`config.mk`:
```
export PLATFORM = sky130hd
export DESIGN_NAME = prim_flop_nsync_filter
export DESIGN_NICKNAME = d
export VERILOG_FILES = /design/src/rtl/prim_flop_nsync_filter.sv
export SDC_FILE = /design/constraint.sdc
export NUM_CORES = 1
export LEC_CHECK = 0
export ABC_AREA = 1
export BUFFER_PORTS_ARGS = -buffer_cell sky130_fd_sc_hd__buf_4
export CAP_MARGIN = 20
export CORE_ASPECT_RATIO = 0.75
export CORE_MARGIN = 8
export CORE_UTILIZATION = 40
export CTS_CLUSTER_DIAMETER = 40
export DETAILED_ROUTE_END_ITERATION = 8
export GPL_TIMING_DRIVEN = 0
export PLACE_DENSITY = 0.59
export RECOVER_POWER = 100
export SLEW_MARGIN = 15
export SYNTH_ARGS = -nofsm -noshare
export SYNTH_HDL_FRONTEND = slang
export SYNTH_SLANG_ARGS = --single-unit
```
`constraint.sdc`:
```
create_clock -name clk_i -period 2.5 [get_ports clk_i]
set_input_delay 0.125 -clock clk_i [delete_from_list [all_inputs] [get_ports clk_i]]
set_output_delay 0.125 -clock clk_i [all_outputs]
set_load 0.02 [all_outputs]
```
`src/rtl/prim_flop_nsync_filter.sv`:
```
// prim_flop_nsync_filter: N-stage multi-bit synchronizer with optional per-bit glitch filter and edge pulses
//   clk_i, rst_ni  : clock, asynchronous active-low reset
//   d_i            : asynchronous level inputs, one independent channel per bit
//   en_i           : filter update enable
//   sync_o         : raw synchronized value (last chain stage)
//   q_o            : filtered stable value
//   rise_o, fall_o : one-cycle pulses on q_o 0->1 / 1->0
module prim_flop_nsync_filter #(
  parameter int unsigned      Width        = 16,
  parameter int unsigned      Stages       = 2,
  parameter logic [Width-1:0] ResetValue   = '0,
  parameter logic             FilterEn     = 1'b1,
  parameter int unsigned      FilterCycles = 4
) (
  input  logic             clk_i,
  input  logic             rst_ni,
  input  logic [Width-1:0] d_i,
  input  logic             en_i,
  output logic [Width-1:0] sync_o,
  output logic [Width-1:0] q_o,
  output logic [Width-1:0] rise_o,
  output logic [Width-1:0] fall_o
);
  // chain_q[0] captures d_i; the oldest stage drives sync_o
  logic [Stages-1:0][Width-1:0] chain_q;
  logic [Width-1:0] q_prev_q;
  always_ff @(posedge clk_i or negedge rst_ni)
    if (!rst_ni) chain_q <= {Stages{ResetValue}};
    else chain_q <= {chain_q[Stages-2:0], d_i};
  assign sync_o = chain_q[Stages-1];
  if (FilterEn) begin : g_filt
    localparam int unsigned CntW = $clog2(FilterCycles + 1);
    localparam logic [CntW-1:0] CntMax = CntW'(FilterCycles - 1);
    logic [Width-1:0][CntW-1:0] cnt_q, cnt_d;
    logic [Width-1:0] q_q, q_d;
    // a run of differing cycles is counted; the last one of a full window commits sync_o
    always_comb begin
      cnt_d = cnt_q;
      q_d = q_q;
      for (int i = 0; i < Width; i++) begin
        cnt_d[i] = (!en_i || sync_o[i] == q_q[i] || cnt_q[i] == CntMax) ? '0 : cnt_q[i] + CntW'(1);
        q_d[i] = (en_i && sync_o[i] != q_q[i] && cnt_q[i] == CntMax) ? sync_o[i] : q_q[i];
      end
    end
    always_ff @(posedge clk_i or negedge rst_ni)
      if (!rst_ni) begin
        cnt_q <= '0;
        q_q <= ResetValue;
      end else begin
        cnt_q <= cnt_d;
        q_q <= q_d;
      end
    assign q_o = q_q;
  end else begin : g_bypass
    assign q_o = sync_o;
  end
  // history starts at ResetValue so release from reset never yields a pulse
  always_ff @(posedge clk_i or negedge rst_ni)
    if (!rst_ni) q_prev_q <= ResetValue;
    else q_prev_q <= q_o;
  assign rise_o = q_o & ~q_prev_q;
  assign fall_o = ~q_o & q_prev_q;
endmodule

```
# After elaboration in Yosys (flattened, before gate mapping)
# Cells that the tools add are included.
dict set report totals {
  ff_bits 112
  inputBits 19
  output_inout_bits 64
  wordCells 184
}
dict set report op_classes {
  n_addsub 16
  n_eq_ne 48
  muxes 16
  bitwise_logic 4
  reduce_logical 65
}
# operator count
set ops {}
lappend ops {{$add A3 B1 Y3 const B} 16}
lappend ops {{$eq A3 B2 Y1 const B} 16}
lappend ops {{$mux W3} 16}
lappend ops {{$and A16 B16 Y16} 2}
lappend ops {{$logic_and A1 B1 Y1} 32}
lappend ops {{$logic_or A1 B1 Y1} 32}
lappend ops {{$not A16 Y16} 2}
lappend ops {{$eq A1 B1 Y1} 16}
lappend ops {{$ne A1 B1 Y1} 16}
lappend ops {{$logic_not A1 Y1} 1}

# Depth between registers and ports, before layout
dict set report depth {
  ltp_word 4
  mapped_depth 6
  ltp_nobuf 5
}

# Worst setup path after synthesis
# No wires, ideal clock.
dict set report synth_timing {
  kind {reg-to-reg}
  from {reg g_filt.cnt_q[12] (netlist name)}
  to {reg g_filt.cnt_q[12] (netlist name)}
  setup_ns 0.071
  arrival_ns 1.008
  required_ns 2.429
  path_slack_ns 1.421
  path_stages_with_launch 6
  period_less_slack_ns 1.079
  cell_sequence {dfrtp_1 > ha_1 > ha_1 > nor2_4 > nand3_2 > nor2_1}
}
# element line
set synth_lines {}
lappend synth_lines {{from (decl)} 34} ;# logic [Width-1:0][CntW-1:0] cnt_q, cnt_d;
lappend synth_lines {{from (signal assigned)} 50} ;# cnt_q <= cnt_d;

# Worst setup path in the final report
dict set report layout_timing {
  from {reg g_filt.q_q[14], in the netlist q_o[14]}
  to {out rise_o[14]}
}
dict set report layout_between {
  elab_chain_len 1
}
# element line
set layout_lines {}
lappend layout_lines {{from (decl)} 35} ;# logic [Width-1:0] q_q, q_d;
lappend layout_lines {{from (signal assigned)} 48} ;# q_q <= ResetValue;
lappend layout_lines {{from (signal assigned)} 51} ;# q_q <= q_d;
lappend layout_lines {{$and A16 B16 Y16} 61} ;# assign rise_o = q_o & ~q_prev_q;
lappend layout_lines {{to (decl)} 21} ;# output logic [Width-1:0] rise_o,
# No other way between the ends.

==> results.tsv <==
stage	metric	value	unit
status	status	finished, final reports clean	
sta	rsz0062_at_grt	no	
worst_setup_path	rrSetupSlack	1270	ps
worst_setup_path	r2r-start	g_filt.cnt_q[27]$_DFF_PN0_	
worst_setup_path	critPathLaunchType	register	
synth	synth-seq-area-share	61.50	%
clock_tree	clock-sinks	112	
drt	finalWirelength	7650	microns
floorplan	rows	33	
drt	drt_iter0_drc	95	
sta	fin_worst_skew	4.498	ps
synth	syn_inst	436	
sta	relSlewSlack	59.65	%
min_path	hold_depth	3	
clock_tree	numCtsBuffers	9	
grt	grt_pass1_wl	13220	microns
sta	setup-tns-final	0	ps
synth	synthTopCellsByArea	dfrtp_1 62%, ha_1 8.8%, nor2_1 7.1%, inv_1 6.6%, nand2_1 5.3%	
drt	drc	0	
sta	drv_slew	0	
finish	synthToLayoutAreaGrowth	20.84	%
floorplan	core	0.01102	sq mm
worst_setup_path	crit_type	reg2out	
synth	syn_nets	487	
worst_setup_path	critPathCaptureType	primary output	
min_path	min-delay-path-class	in2reg	
sta	max_slew.worst_pin.slew	605.2	ps
sta	finalCriticalPeriod	1326	ps
synth	synth_edf_count	0	
drt	via_per_inst	4.212	
clock_tree	cts_buffer_depth	2	
worst_setup_path	required	2380	ps
drt	dr.pass1.iters	4	
sta	whs	102.0	ps
synth	synth.avg_cell_area	10.45	sq um
synth	synth.top_cell.area_share	61.50	%
grt	antenna_found_initial	0	
power	peakVddDrop	392.0	uV
sta	post-route-period-util	53.04	%
floorplan	die-area	0.01510	sq mm
finish	drive_above_1_share	10.75	%
clock_tree	clock_latency	330	ps
floorplan	ios	83	
synth	ys_types	13	
synth	synth_most_common_cell	dfrtp_1	
drt	avgRoutedWirePerCell	11.10	microns
sta	finalHoldViolations	0	
synth	yosys_register_bits	112	
power	leakagePower	2.767	nW
clock_tree	root_buffer	clkbuf_16	
synth	netlist_area	0.004557	sq mm
placement	hpwl	5242	microns
placement	place.port_buffers	81	
drt	vias	2902	
floorplan	start_util	41.33	%
floorplan	die_h	108.4	microns
clock_tree	clk_pin_slew_worst_paths	60	ps
synth	async_reset_ff_share	100.0	%
placement	place.gp.congestion	0.6814	
drt	ant_nets	0	
worst_setup_path	critPathArrivalTime	1200	ps
floorplan	die_x	139.2	microns
finish	fin_nets	597	
sta	fin_ws	1174	ps
sta	setup_violations	0	
min_path	hold_end	q_o[10]$_DFFE_PN0P_	
grt	grt_max_degree	113	
synth	yosys_most_used_dff	dfrtp_1	
clock_tree	htreeDepth	3	
job	cap_violations	0	
synth	yosysTopAreaCell	dfrtp_1	
clock_tree	cts_tree	built	
min_path	hp-start	en_i	
finish	insertedDiodeCount	0	
sta	fmax	754.2	MHz
placement	pre_cts_ws	1314	ps
worst_setup_path	r2r-end	g_filt.cnt_q[29]$_DFF_PN0_	
worst_setup_path	cp_max_fo	6	
grt	overflow	0	
grt	grt_pass1_vias	2959	
worst_setup_path	r2r.worst_path.cells	5	
synth	synthTopCellsByCount	112 x dfrtp_1, 86 x nor2_1, 80 x inv_1	
grt	grt_usage	10.82	%
power	power_density	755.2	mW/mm^2
synth	ys_warn_count	0	
[critical path: stages, from the launching register on]
cell and delay, ps:
dfrtp_1 430, inv_1 80, nor2_1 100, clkbuf_1 250
[final cells by class]
type,instances,area (sq um)
Fill cell,1068,5518
Sequential cell,112,2803
Multi-Input combinational cell,224,1236
Clock inverter,1,5.005
Timing Repair Buffer,99,569.3
Inverter,81,309.0
Buffer,19,158.9
Clock buffer,13,250.2
Tap cell,140,175.2
[routing by layer]
layer / GRT usage [%] / vias to the layer above / part of all wire, %
met5: 0 / - / 0
met4: 3.981 / 0 / 1.3
met3: 4.577 / 11 / 6.7
met2: 18.24 / 56 / 45
met1: 12.24 / 1331 / 47
li1: - / 1504 / -
[worst max-delay path by stage]
stage	from	to	slack (ps)	depth (start not counted)
2_1_floorplan	g_filt.cnt_q[12]$_DFF_PN0_	g_filt.cnt_q[12]$_DFF_PN0_	1420	5
3_3_place_gp	rst_ni	chain_q[3]$_DFF_PN0_	1090	1
3_5_place_dp	g_filt.cnt_q[18]$_DFF_PN0_	g_filt.cnt_q[20]$_DFF_PN0_	1310	5
4_1_cts	q_o[14]$_DFFE_PN0P_	rise_o[14]	1240	3
5_1_grt	q_o[14]$_DFFE_PN0P_	rise_o[14]	1070	3
6_report	q_o[14]$_DFFE_PN0P_	rise_o[14]	1170	3
[placed cells by master (no fill, tap or decap), types with 2 or more instances in the layout]
cell,Yosys,routed
buf_4,17,17
buf_6,1,2
clkbuf_1,0,67
clkbuf_16,0,9
clkbuf_4,0,16
dfrtp_1,112,112
dlygate4sd3_1,0,17
ha_1,32,32
inv_1,80,80
nand2_1,64,64
nand3_1,6,16
nor2_1,86,86
nor2_4,10,10
o21ai_0,16,16
[repair_timing]
item                                   4_1_cts  5_1_grt
hold buffers                                17        0
gates resized for setup                      0        0
setup buffers                                0        0
endpoints found under the hold margin      116        0
[through the flow]
step                utilization, %  cells  instance area, sq um  total power, mW
global route                 49.95    689                  5507            4.427
floorplan                        -    436                  4557            2.670
CTS                          52.33    688                  5769            4.398
global placement             48.44    657                  5340            3.057
finish                       49.95    689                  5507            4.158
detailed placement           48.47    657                  5344            3.083
[registers in the layout (all words and copies together), names as in the netlist]
signal,flops
chain_q,16
q_prev_q,16
g_filt.cnt_q,48
q_o,16
sync_o,16
[logic make-up after synthesis]
kind of cell	Yosys count	share of synthesized area [%]
flops	112	61.50
fa+ha+maj	32	8.786
compound gates	16	1.757
buf+inv	100	10.27
simple gates	176	17.68
[power breakdown]
group	total (mW)	internal (mW)	switching (mW)
Clock	1.26	0.691	0.566
Sequential	2.14	2.00	0.139
Combinational	0.766	0.246	0.520
Total	4.16	2.93	1.23
(Power assumes the default switching activity.)
